--- config.mk ---
export PLATFORM = sky130hd
export DESIGN_NAME = axis_128to32_packer
export DESIGN_NICKNAME = d
export VERILOG_FILES = /design/src/rtl/axis_128to32_packer.sv
export SDC_FILE = /design/constraint.sdc
export NUM_CORES = 1
export LEC_CHECK = 0
export CAP_MARGIN = 20
export CORE_AREA = 2 2 219 221
export DETAILED_ROUTE_END_ITERATION = 7
export DIE_AREA = 0 0 221 223
export PLACE_DENSITY = 0.67
export SYNTH_ARGS = -nofsm -noshare
export SYNTH_HDL_FRONTEND = slang
export SYNTH_SLANG_ARGS = --single-unit
--- constraint.sdc ---
create_clock -name sck -period 5.4 [get_ports sck]
set_input_delay 1.62 -clock sck [delete_from_list [all_inputs] [get_ports sck]]
set_output_delay 1.62 -clock sck [all_outputs]
set_load 0.05 [all_outputs]
--- src/rtl/axis_128to32_packer.sv ---
// Buffers 128-bit ADC capture beats in a small FIFO and re-emits them as
// 32-bit channel words, lowest word first, carrying tlast and counting frames.
module axis_128to32_packer #(
  parameter int DEPTH = 4,
  parameter int LVL_W = $clog2(DEPTH) + 1
) (
  input  logic             sck,
  input  logic             rst,
  input  logic             start,
  input  logic [127:0]     s_axis_tdata,
  input  logic             s_axis_tvalid,
  input  logic             s_axis_tlast,
  output logic             s_axis_tready,
  output logic [31:0]      m_axis_tdata,
  output logic             m_axis_tvalid,
  output logic             m_axis_tlast,
  input  logic             m_axis_tready,
  output logic [LVL_W-1:0] fill_level,
  output logic [15:0]      frame_cnt
);

  localparam int PTR_W = $clog2(DEPTH);

  logic [128:0]     mem [DEPTH];
  logic [PTR_W-1:0] wr_ptr;
  logic [PTR_W-1:0] rd_ptr;
  logic [LVL_W-1:0] level;
  logic [1:0]       word_idx;
  logic [15:0]      frame_q;
  logic [128:0]     head;
  logic             full;
  logic             empty;
  logic             push;
  logic             out_fire;
  logic             pop;

  assign full  = (level == LVL_W'(DEPTH));
  assign empty = (level == '0);
  assign head  = mem[rd_ptr];

  // Input side never looks at m_axis_tready; a slot frees one cycle after the pop.
  assign s_axis_tready = start & ~full & ~rst;
  assign m_axis_tvalid = start & ~empty;
  assign m_axis_tdata  = empty ? 32'd0 : head[{word_idx, 5'd0} +: 32];
  assign m_axis_tlast  = head[128] & (word_idx == 2'd3) & m_axis_tvalid;

  assign push     = s_axis_tvalid & s_axis_tready;
  assign out_fire = m_axis_tvalid & m_axis_tready;
  assign pop      = out_fire & (word_idx == 2'd3);

  assign fill_level = level;
  assign frame_cnt  = frame_q;

  always_ff @(posedge sck) begin
    if (push) begin
      mem[wr_ptr] <= {s_axis_tlast, s_axis_tdata};
    end
  end

  always_ff @(posedge sck) begin
    if (rst) begin
      wr_ptr   <= '0;
      rd_ptr   <= '0;
      level    <= '0;
      word_idx <= 2'd0;
      frame_q  <= 16'd0;
    end else begin
      if (push) begin
        wr_ptr <= wr_ptr + 1'b1;
      end
      if (pop) begin
        rd_ptr <= rd_ptr + 1'b1;
      end
      if (out_fire) begin
        word_idx <= word_idx + 2'd1;
      end
      if (out_fire && m_axis_tlast) begin
        frame_q <= frame_q + 16'd1;
      end
      case ({push, pop})
        2'b10:   level <= level + 1'b1;
        2'b01:   level <= level - 1'b1;
        default: level <= level;
      endcase
    end
  end

endmodule

Word level (Yosys, flattened, before mapping)
Memories as Yosys holds them, arrays and structs flattened. A register that Yosys moved wholly into a read port is not among the register bits.
Cells that the tools add are included.
{"block": "word_totals", "memories": 1, "register_bits": 25, "input_bits": 134, "word_cells": 37, "mem_bits_rw": 516, "out_inout_bits": 54}
{"memory": "mem", "words": 4, "width": 129, "read_ports": 1, "rd_ports_with_merged_regs": 1, "wr": 1, "line_no": "24", "text": "logic [128:0] mem [DEPTH];"}
{"block": "classes", "reduce_logical": 3, "bitwise": 11, "shifts": 1, "mux": 6, "n_addsub": 6, "eq_ne": 4}
{"op": "$shiftx 129x8->32", "count": 1}
{"op": "$mux 32", "count": 1}
{"op": "$add 16x1->16 const B", "count": 1}
{"op": "$and 1x1->1", "count": 8}
{"op": "$add 2x1->2 const B", "count": 3}
{"op": "$pmux 3 s2", "count": 1}
{"op": "$eq 2x2->1 const B", "count": 2}
{"op": "$mux 2", "count": 2}
{"op": "$add 3x1->3 const B", "count": 1}
{"op": "$eq 3x3->1 const B", "count": 1}
{"op": "$logic_not 3->1", "count": 1}
{"op": "$not 1->1", "count": 3}
{"op": "$sub 3x1->3 const B", "count": 1}
{"op": "$eq 2x1->1 const B", "count": 1}
{"op": "$mux 1", "count": 2}
{"op": "$reduce_bool 2->1", "count": 1}
{"op": "$logic_and 1x1->1", "count": 1}

Longest topological paths before layout
Gate-level depths: netlist of the first run.
{"block": "depth", "word_depth": 7, "depth_mapped": 10, "mapped_depth_nobuf": 9}

Worst setup path after synthesis of the first run
Ideal clock, no wire load.
{"block": "synth_timing", "kind": "input -> register", "startpoint": "in rst", "endpoint": "mem mem[1][0], enable pin", "n_path_buf": 0, "slack_ns": -0.285, "setup_ns": 0.503, "required_ns": 4.897, "arrival_ns": 5.182, "cell_stages": 3, "path_cell_list": "nand2b_1 -> a211oi_2 -> and2_1"}
{"block": "synth_between", "elab_chain_len": 5}
{"element": "start: declaration", "line_no": "8", "text": "input logic rst,"}
{"element": "$not 1->1", "line_no": "42", "text": "assign s_axis_tready = start & ~full & ~rst;"}
{"element": "$and 1x1->1", "line_no": "42"}
{"element": "$and 1x1->1", "line_no": "47", "text": "assign push = s_axis_tvalid & s_axis_tready;"}
{"element": "$mux 1", "line_no": "55", "text": "if (push) begin"}
{"element": "$mux 1 (not written as such)", "line_no": "56", "text": "mem[wr_ptr] <= {s_axis_tlast, s_axis_tdata};"}
{"element": "end: declaration", "line_no": "24"}
No other way between the ends.

Worst setup path in the final report of the first run
{"block": "layout_timing", "startpoint": "reg level[2], in the netlist fill_level[2]", "endpoint": "out m_axis_tdata[17]"}
{"block": "layout_between", "elab_chain_len": 2}
{"element": "start: declaration", "line_no": "27", "text": "logic [LVL_W-1:0] level;"}
{"element": "start signal: assignment", "line_no": "81", "text": "2'b10: level <= level + 1'b1;"}
{"element": "start signal: assignment", "line_no": "82", "text": "2'b01: level <= level - 1'b1;"}
{"element": "start signal: assignment", "line_no": "83", "text": "default: level <= level;"}
{"element": "$logic_not 3->1", "line_no": "38", "text": "assign empty = (level == '0);"}
{"element": "$mux 32", "line_no": "44", "text": "assign m_axis_tdata = empty ? 32'd0 : head[{word_idx, 5'd0} +: 32];"}
{"element": "end: declaration", "line_no": "14", "text": "output logic [31:0] m_axis_tdata,"}
No other way between the ends.

==> results of run 1 <==
==> power by group through the flow <==
stage | Sequential (uW) | Clock, uW | Combinational, uW
after CTS | 4670 | 3580 | 337
after floorplan | 4760 | 0 | 131
after global placement | 4750 | 0 | 327
final | 4670 | 3490 | 333
after detailed placement | 4760 | 0 | 336
after global routing | 4670 | 3740 | 356
==> flip-flops by register name (all words and copies together), names as in the netlist, named ones only <==
register	cells
fill_level	3
frame_cnt	16
mem	516
rd_ptr	2
word_idx	2
wr_ptr	2
==> through the flow <==
step	power, uW	worst slack [ps]
floorplan	4890	946
global placement	5080	517
detailed placement	5090	510
CTS	8590	212
global route	8770	80.4
finish	8490	304
==> synth_stat cells <==
cell,number,share of area (%)
xor2_1,8,0.34
o22ai_1,32,0.96
or4b_4,1,0.066
inv_1,7,0.13
o31ai_1,5,0.18
or4_1,5,0.18
and3_1,4,0.12
or3_1,6,0.18
nand3_1,5,0.12
nand2b_1,4,0.12
o22a_1,1,0.042
buf_4,1,0.036
fa_1,1,0.096
nand4_1,9,0.27
nand3_4,1,0.084
ha_1,7,0.42
a21oi_1,11,0.26
nor4b_1,1,0.042
and2_1,6,0.18
nor4_1,2,0.060
dfxtp_1,27,2.6
nor2_1,18,0.32
clkbuf_8,2,0.13
buf_2,19,0.46
mux2i_1,68,3.3
nor2b_1,4,0.12
mux4_2,129,14
buf_1,12,0.22
mux2_2,3,0.16
xnor2_1,2,0.084
nand2_1,8,0.14
a211oi_2,1,0.060
o21ai_0,5,0.12
edfxtp_1,516,74
and4_2,1,0.048
clkbuf_1,14,0.25
dlymetal6s2s_1,1,0.060
==> area by class of cell <==
| type | count | area (um2) | share of cell area [%] |
|---|---|---|---|
| inverters | 7 | 26.3 | 0.104 |
| flip-flops and latches | 543 | 16000 | 63.3 |
| clock buffers | 75 | 1490 | 5.88 |
| well taps | 615 | 769 | 3.03 |
| diodes | 1 | 2.50 | 0.00987 |
| multi-input cells | 348 | 4600 | 18.1 |
| clock inverters | 19 | 141 | 0.558 |
| repair buffers | 217 | 2280 | 9.00 |
==> cell families after synthesis <==
logic type / count (synthesis) / share of synthesized area, %
AOI/OAI and AO/OA: 55 / 1.62
xor gates and xnor gates: 10 / 0.419
adders and majority gates: 8 / 0.515
buffers and inverters: 56 / 1.28
DFF: 543 / 76.8
muxes: 200 / 17.3
and+or+nand+nor: 75 / 2.05
==> worst paths after layout <==
check                      from               end  slack, ps  depth (start not counted)
setup / recovery  fill_level[2]  m_axis_tdata[17]        300                          5
hold / removal    frame_cnt[14]     frame_cnt[14]        510                          2
setup reg to reg    word_idx[0]     fill_level[2]       2680                          9
hold reg to reg   frame_cnt[14]     frame_cnt[14]        510                          2
==> routing by layer <==
layer	global-route usage, %	routed length [um]
met5	0	104
met4	3.77	682
met3	4.50	2780
met1	23.9	18100
met2	28.2	21000
==> critical path, stage by stage (launching register included) <==
cell,delay (ps)
dfxtp_1,400
or3_1,450
nand2b_2,550
buf_4,390
o22ai_1,230
clkdlybuf4s50_1,840
==> flow_summary.toml, run 1 <==
[cells_and_area]
final_cell_mix = "edfxtp_1, clkdlybuf4s50_1, mux4_2"
final_common_cell = "edfxtp_1"
final_core_util_pct = 53.8
nFillCells = 3661
syn2layout_area_growth_pct = 21.4
drive_above_1_share_pct = 20.1
fin_nets = 1313
fin_cells = 1825
finish.instance_area_mm2 = 0.0254

[power_and_ir_drop]
clockPowerShare_pct = 41.1
vdd_drop_max_mv = 0.237
p_per_area_mw_per_mm2 = 335
p_switching_uw = 1670
seq_power_share_pct = 55.0
leakagePower_uw = 0.00767
switching_share_pct = 19.7
power.internal_uw = 6820
combPwrFrac_pct = 3.9

[die]
initial_utilization_pct = 44.3
core-area_mm2 = 0.0471
io_pins = 188
rows = 80
die_area_mm2 = 0.0493
fp.dieW_um = 221
die_h_um = 223

[timing]
finalHoldViolCount = 0
tightest_slew_ps = 774
fmax_mhz = 196
period_minus_slack_ps = 5100
skew_ps = 18.8
finalSetupTns_ps = 0
maxSlewViolCount = 0
setup_viol = 0
relSlewSlack_pct = 48.4
min_period_over_period_pct = 94.4
timing.hold.ws_ps = 511
rsz0062_at_grt = "false"

[status]
status = "finished, final reports clean"

[routing]
vias = 10053
post-route-drc-count = 0
wl_per_cell_um = 23.4
vias_per_cell = 5.51
drt_iter0_drc = 741
firstDrtPassIters = 5
drt-total-wl_mm = 42.7
drtAntennaViolNets = 0

[flow_run]
cap_violations = 0

[clocking]
holdBufCountCts = 0
cts_tree = "built"
root_buffer = "clkbuf_16"
cts_buffer_depth = 3
cts.sinks = 543
clock_latency_ps = 590
clk_pin_slew_ps = 60
numCtsBuffers = 54
post_cts_buffers = 0
cts_resized = 0
htreeDepth = 2

[placed_design]
dp_cells = 1730
place.gp.congestion = 0.830
placed_cell_area_mm2 = 0.0237
place.port_buffers = 187
hpwl_mm = 25.9

[worst_setup_path]
crit_fanout = 25
critPathArrivalTime_ps = 3480
crit_path_start_kind = "flop"
crit_type = "reg2out"
required_ps = 3780
critPathCaptureType = "output port"

[hold_path]
hold_class = "reg2reg"

[logic_synthesis]
synth_area_mm2 = 0.0209
syn-num-nets = 1089
yosysWarnings = 0
synthCells = 947
synth_cell_type_count = 37
yosysSeqAreaShare_pct = 76.8
syn_avg_cell_area_um2 = 22.1
yosys_register_bits = 543

[global_routing]
grt_pass1_vias = 10468
grt_pass1_wl_mm = 64.7
grt_overflow = 0
track_usage_pct = 17.4
antenna_found_initial = 10
grt_max_degree = 66
Note: power is estimated with default switching activity, not from simulation.
==> run 2: changes to the inputs <==
--- a/config.mk
+++ b/config.mk
@@ -5,10 +5,11 @@
 export SDC_FILE = /design/constraint.sdc
 export NUM_CORES = 1
 export LEC_CHECK = 0
+export ABC_AREA = 1
 export CAP_MARGIN = 20
-export CORE_AREA = 2 2 219 221
+export CORE_AREA = 2 2 224 226
 export DETAILED_ROUTE_END_ITERATION = 7
-export DIE_AREA = 0 0 221 223
+export DIE_AREA = 0 0 226 228
 export PLACE_DENSITY = 0.67
 export SYNTH_ARGS = -nofsm -noshare
 export SYNTH_HDL_FRONTEND = slang
==> run 2 against run 1 <==
Clock power increased by 9.7%. Critical path depth grew 1. Sequential power hardly changed. Flip-flop and latch count is the same. Worst setup slack improved by 130 ps. Highest routed layer unchanged.
==> flow_summary.toml, run 2 <==
[cells_and_area]
fin_nets = 2185
largest_reg_flops = 516
syn2layout_area_growth_pct = 21.3
final_cell_mix = "edfxtp_1, nor2_1, o21ai_0"
final_core_util_pct = 53.9
final_common_cell = "edfxtp_1"
drive_above_1_share_pct = 8.19
regMostFlops = "mem"
nFillCells = 4088

[global_routing]
track_usage_pct = 22.4
top_usage_layer = "met2"
grt_max_degree = 92
grt_use_met3_pct = 3.89
grt_use_met1_pct = 30.7
antenna_found_initial = 17
met2_usage_pct = 35.0
grt_pass1_wl_mm = 86.2
grt_pass1_vias = 14135
grt_overflow = 0

[power_and_ir_drop]
power.internal_uw = 7080
seq_power_share_pct = 52.5
leakagePower_uw = 0.00917
clockPowerShare_pct = 43.1
switching_share_pct = 20.4
p_switching_uw = 1810
vdd_drop_max_mv = 0.267
combPwrFrac_pct = 4.4
p_per_area_mw_per_mm2 = 334

[logic_synthesis]
syn_avg_cell_area_um2 = 11.7
yosysSeqAreaShare_pct = 73.2
yosys_register_bits = 543
synth_cell_type_count = 28
synth_edf_count = 516
synthTopCellsByCount = "edfxtp_1, nor2_1, o21ai_0"
syn-num-nets = 2014
synthArstFlopShare_pct = 0
synthCells = 1872
synth_ff_type = "edfxtp_1"
synthTopCellsByArea = "edfxtp_1, nor2_1, o21ai_0"
synth_area_mm2 = 0.0219
netlist.area_leader.share_pct = 70.7
yosysWarnings = 0
yosysMostFrequentCell = "edfxtp_1"
yosys.area.top_type = "edfxtp_1"

[routing]
drtAntennaViolNets = 0
wl_per_cell_um = 20.8
drt_iter0_drc = 1809
firstDrtPassIters = 6
post-route-drc-count = 0
drt-total-wl_mm = 57.7
vias = 14875
vias_per_cell = 5.37

[timing]
setup_viol = 0
finalHoldViolCount = 0
rsz0062_at_grt = "false"
fmax_mhz = 202
finalSetupTns_ps = 0
period_minus_slack_ps = 4960
tightest_slew_ps = 1090
skew_ps = 24.6
min_period_over_period_pct = 91.9
relSlewSlack_pct = 26.9
maxSlewViolCount = 0

[clocking]
htreeDepth = 2
numCtsBuffers = 56
clk_pin_slew_ps = 60
root_buffer = "clkbuf_16"
cts.sinks = 543
clock_latency_ps = 610
post_cts_buffers = 0
cts_resized = 0
cts_tree = "built"
holdBufCountCts = 0
cts_buffer_depth = 3

[flow_run]
cap_violations = 0

[worst_setup_path]
critical_path.startpoint = "start"
crit_path_start_kind = "input port"
timing.reg2reg.setup_slack_ps = 2240
rr_worst_depth = 11
required_ps = 3780
critPathCaptureType = "output port"
crit_type = "in2out"
critPathArrivalTime_ps = 3340
rr_startpoint = "word_idx[0]"
reg2reg_to = "fill_level[2]"
crit_fanout = 3

[die]
die_h_um = 228
initial_utilization_pct = 44.4
fp.dieW_um = 226
die_area_mm2 = 0.0515
rows = 82
io_pins = 188
core-area_mm2 = 0.0493

[hold_path]
min_path_cells = 2
hp-start = "frame_cnt[15]"
hold_class = "reg2reg"
min_to = "frame_cnt[15]"

[placed_design]
place.port_buffers = 187
hpwl_mm = 35.4
place.gp.congestion = 0.833

[status]
status = "finished, final reports clean"
-- run 2: cells by family after synthesis --
group	Yosys count	share of synthesized area [%]
buf+inv	151	3.14
compound gates	294	6.75
flops	543	73.2
fa+ha+maj	8	0.491
simple gates	875	16.4
xor+xnor	1	0.0400
-- run 2: cell type report --
| cell class | count | area (um2) | share of cell area (%) |
|---|---|---|---|
| antenna | 8 | 20.0 | 0.0753 |
| clock buffer | 71 | 1520 | 5.72 |
| clock inverter | 32 | 309 | 1.16 |
| inverter | 38 | 150 | 0.565 |
| multi-input combinational | 1178 | 5230 | 19.7 |
| sequential | 543 | 16000 | 60.4 |
| tap | 672 | 841 | 3.16 |
| timing repair buffer | 226 | 2470 | 9.29 |
-- run 2: per-layer routing --
layer	share of wire (%)	vias to the layer above	wire, um
met5	0.023	-	13
met4	3.8	2	2200
met3	7.5	103	4310
met2	47	616	27400
met1	41	7220	23800
li1	-	6934	-
-- run 2: worst max path at each step --
stage,slack (ps),to,depth (start not counted)
2_1_floorplan,190,mem[0][0],5
3_3_place_gp,420,m_axis_tlast,6
3_5_place_dp,440,m_axis_tlast,6
4_1_cts,430,m_axis_tlast,6
5_1_grt,290,m_axis_tdata[5],8
6_report,440,m_axis_tlast,6
-- run 2: stage by stage --
step	std cells	cell area [um2]	hold WS (ps)	power, uW	setup WS (ps)
after floorplan	1872	22000	490	4900	191
after global placement	2657	24700	491	5140	417
after detailed placement	2657	24700	500	5150	438
after CTS	2760	26600	512	8950	433
after global routing	2768	26600	549	9150	289
final	2768	26600	509	8890	438
-- run 2: critical path, cell delays in order --
cell and delay (ps):
clkdlybuf4s50_1 520, inv_1 60, nor2_1 170, nand2_1 70, nor2_1 100, clkdlybuf4s50_1 810
-- run 2: power groups by stage --
stage	Combinational [uW]	Clock, uW	Sequential, uW
global placement	380	0	4760
floorplan	139	0	4760
global route	414	4060	4670
CTS	389	3880	4670
finish	388	3830	4670
detailed placement	387	0	4760
==> run 3: changes to the inputs <==
--- a/config.mk
+++ b/config.mk
@@ -10,7 +10,7 @@
 export CORE_AREA = 2 2 224 226
 export DETAILED_ROUTE_END_ITERATION = 7
 export DIE_AREA = 0 0 226 228
-export PLACE_DENSITY = 0.67
+export DONT_BUFFER_PORTS = 1
 export SYNTH_ARGS = -nofsm -noshare
 export SYNTH_HDL_FRONTEND = slang
 export SYNTH_SLANG_ARGS = --single-unit
==> run 3 against run 2 <==
Global-route usage hardly changed. Design area down 7.4%. Sequential share of layout area increased by 4.9 points. Worst setup slack got worse by 23 ps. Utilization shrank 4.0 points. Clock skew decreased by 3.2 ps. Count of clock-buffer cells in the layout down 3. Critical path type is now reg2out. Highest routed layer is now met4.
==> flow_summary.toml, run 3 (synthesized netlist as in run 2, its figures left out) <==
[clocking]
clock_latency_ps = 620
numCtsBuffers = 56
post_cts_buffers = 0
cts_tree = "built"
clk_pin_slew_ps = 60
root_buffer = "clkbuf_16"
cts.sinks = 543
holdBufCountCts = 0
htreeDepth = 2
cts_resized = 0
cts_buffer_depth = 3

[timing]
tightest_slew_ps = 1050
timing.hold.ws_ps = 516
skew_ps = 21.4
finalSetupTns_ps = 0
finalHoldViolCount = 0
rsz0062_at_grt = "false"
setup_viol = 0
fin_ws_ps = 414
maxSlewViolCount = 0
fmax_mhz = 201
min_period_over_period_pct = 92.3
period_minus_slack_ps = 4990
relSlewSlack_pct = 30.0

[die]
fp.dieW_um = 226
io_pins = 188
rows = 82
core-area_mm2 = 0.0493
die_area_mm2 = 0.0515
die_h_um = 228
initial_utilization_pct = 44.4

[routing]
vias_per_cell = 5.39
post-route-drc-count = 0
drt-total-wl_mm = 57.7
drt_iter0_drc = 1289
vias = 13991
wl_per_cell_um = 22.2
firstDrtPassIters = 6
drtAntennaViolNets = 0

[global_routing]
grt_pass1_wl_mm = 85.1
antenna_found_initial = 1
grt_overflow = 0
grt_max_degree = 130
track_usage_pct = 22.4
grt_pass1_vias = 13631

[worst_setup_path]
required_ps = 3780
crit_type = "reg2out"
timing.reg2reg.setup_slack_ps = 1840
critPathArrivalTime_ps = 3370
crit_fanout = 77
crit_path_start_kind = "flop"
critPathCaptureType = "output port"

[cells_and_area]
final_core_util_pct = 49.9
drive_above_1_share_pct = 8.12
regMostFlops = "mem"
fin_nets = 2021
largest_reg_flops = 516
final_cell_mix = "edfxtp_1, nor2_1, o21ai_0"
final_common_cell = "edfxtp_1"
syn2layout_area_growth_pct = 12.3
seq_area_mm2 = 0.0160
multi_input_area_mm2 = 0.00523
nFillCells = 4275

[power_and_ir_drop]
leakagePower_uw = 0.00841
p_per_area_mw_per_mm2 = 347
power_uw = 8550
vdd_drop_max_mv = 0.247

[status]
status = "finished, final reports clean"

[hold_path]
hold_class = "reg2reg"

[placed_design]
hpwl_mm = 34.6
place.gp.congestion = 0.804
place_ws_ps = 629
place.port_buffers = 0

[flow_run]
cap_violations = 0
==> run 3: cell count changes in the layout (fill, tap and decap cells not counted), sizes merged <==
cell,change
clkdlybuf4s50,-154
bufinv,-2
clkbuf,-3
clkinv,+1
diode,-4
buf,-10
inv,+2
==> run 3: layout make-up <==
| cell class | instances | share of cell area (%) |
|---|---|---|
| clock inverters | 33 | 1.13 |
| inverters | 38 | 0.620 |
| diodes | 4 | 0.0407 |
| clock buffers | 68 | 5.88 |
| well taps | 672 | 3.42 |
| multi-input cells | 1178 | 21.3 |
| repair buffers | 62 | 2.45 |
| flip-flops and latches | 543 | 65.2 |
==> run 3: final timing paths <==
kind,startpoint,to,depth (start not counted)
worst max-delay path,flop,m_axis_tdata[2],7
worst min-delay path,rd_ptr[1],flop,2
worst max register to register,fill_level[1],mem[3][112],5
worst min register to register,rd_ptr[1],flop,2
==> run 3: layer usage <==
layer  wire, um  up-vias  GRT usage [%]
met5          0        -              0
met4       1560        0           7.37
met3       5500       94           6.79
met2      28100      482           37.0
met1      22600     6819           28.1
li1           -     6596              -
==> run 3: metrics by stage <==
stage,cell area [um2],cells
floorplan,22000,1872
global placement,22900,2493
detailed placement,22900,2493
CTS,24600,2594
global route,24600,2598
finish,24600,2598
==> run 3: worst max-delay path: stages, from the launching register on <==
cell	delay, ps
dfxtp_4	690
buf_4	860
nor2_1	100
o21ai_0	110
nand3_1	130
nand3_1	320
a21oi_1	190
buf_4	250
==> run 3: power by group <==
part	switching, uW	total [uW]	internal, uW
logic	162	215	52.8
clock network	1570	3660	2090
registers	12.7	4670	4660
total	1740	8550	6800
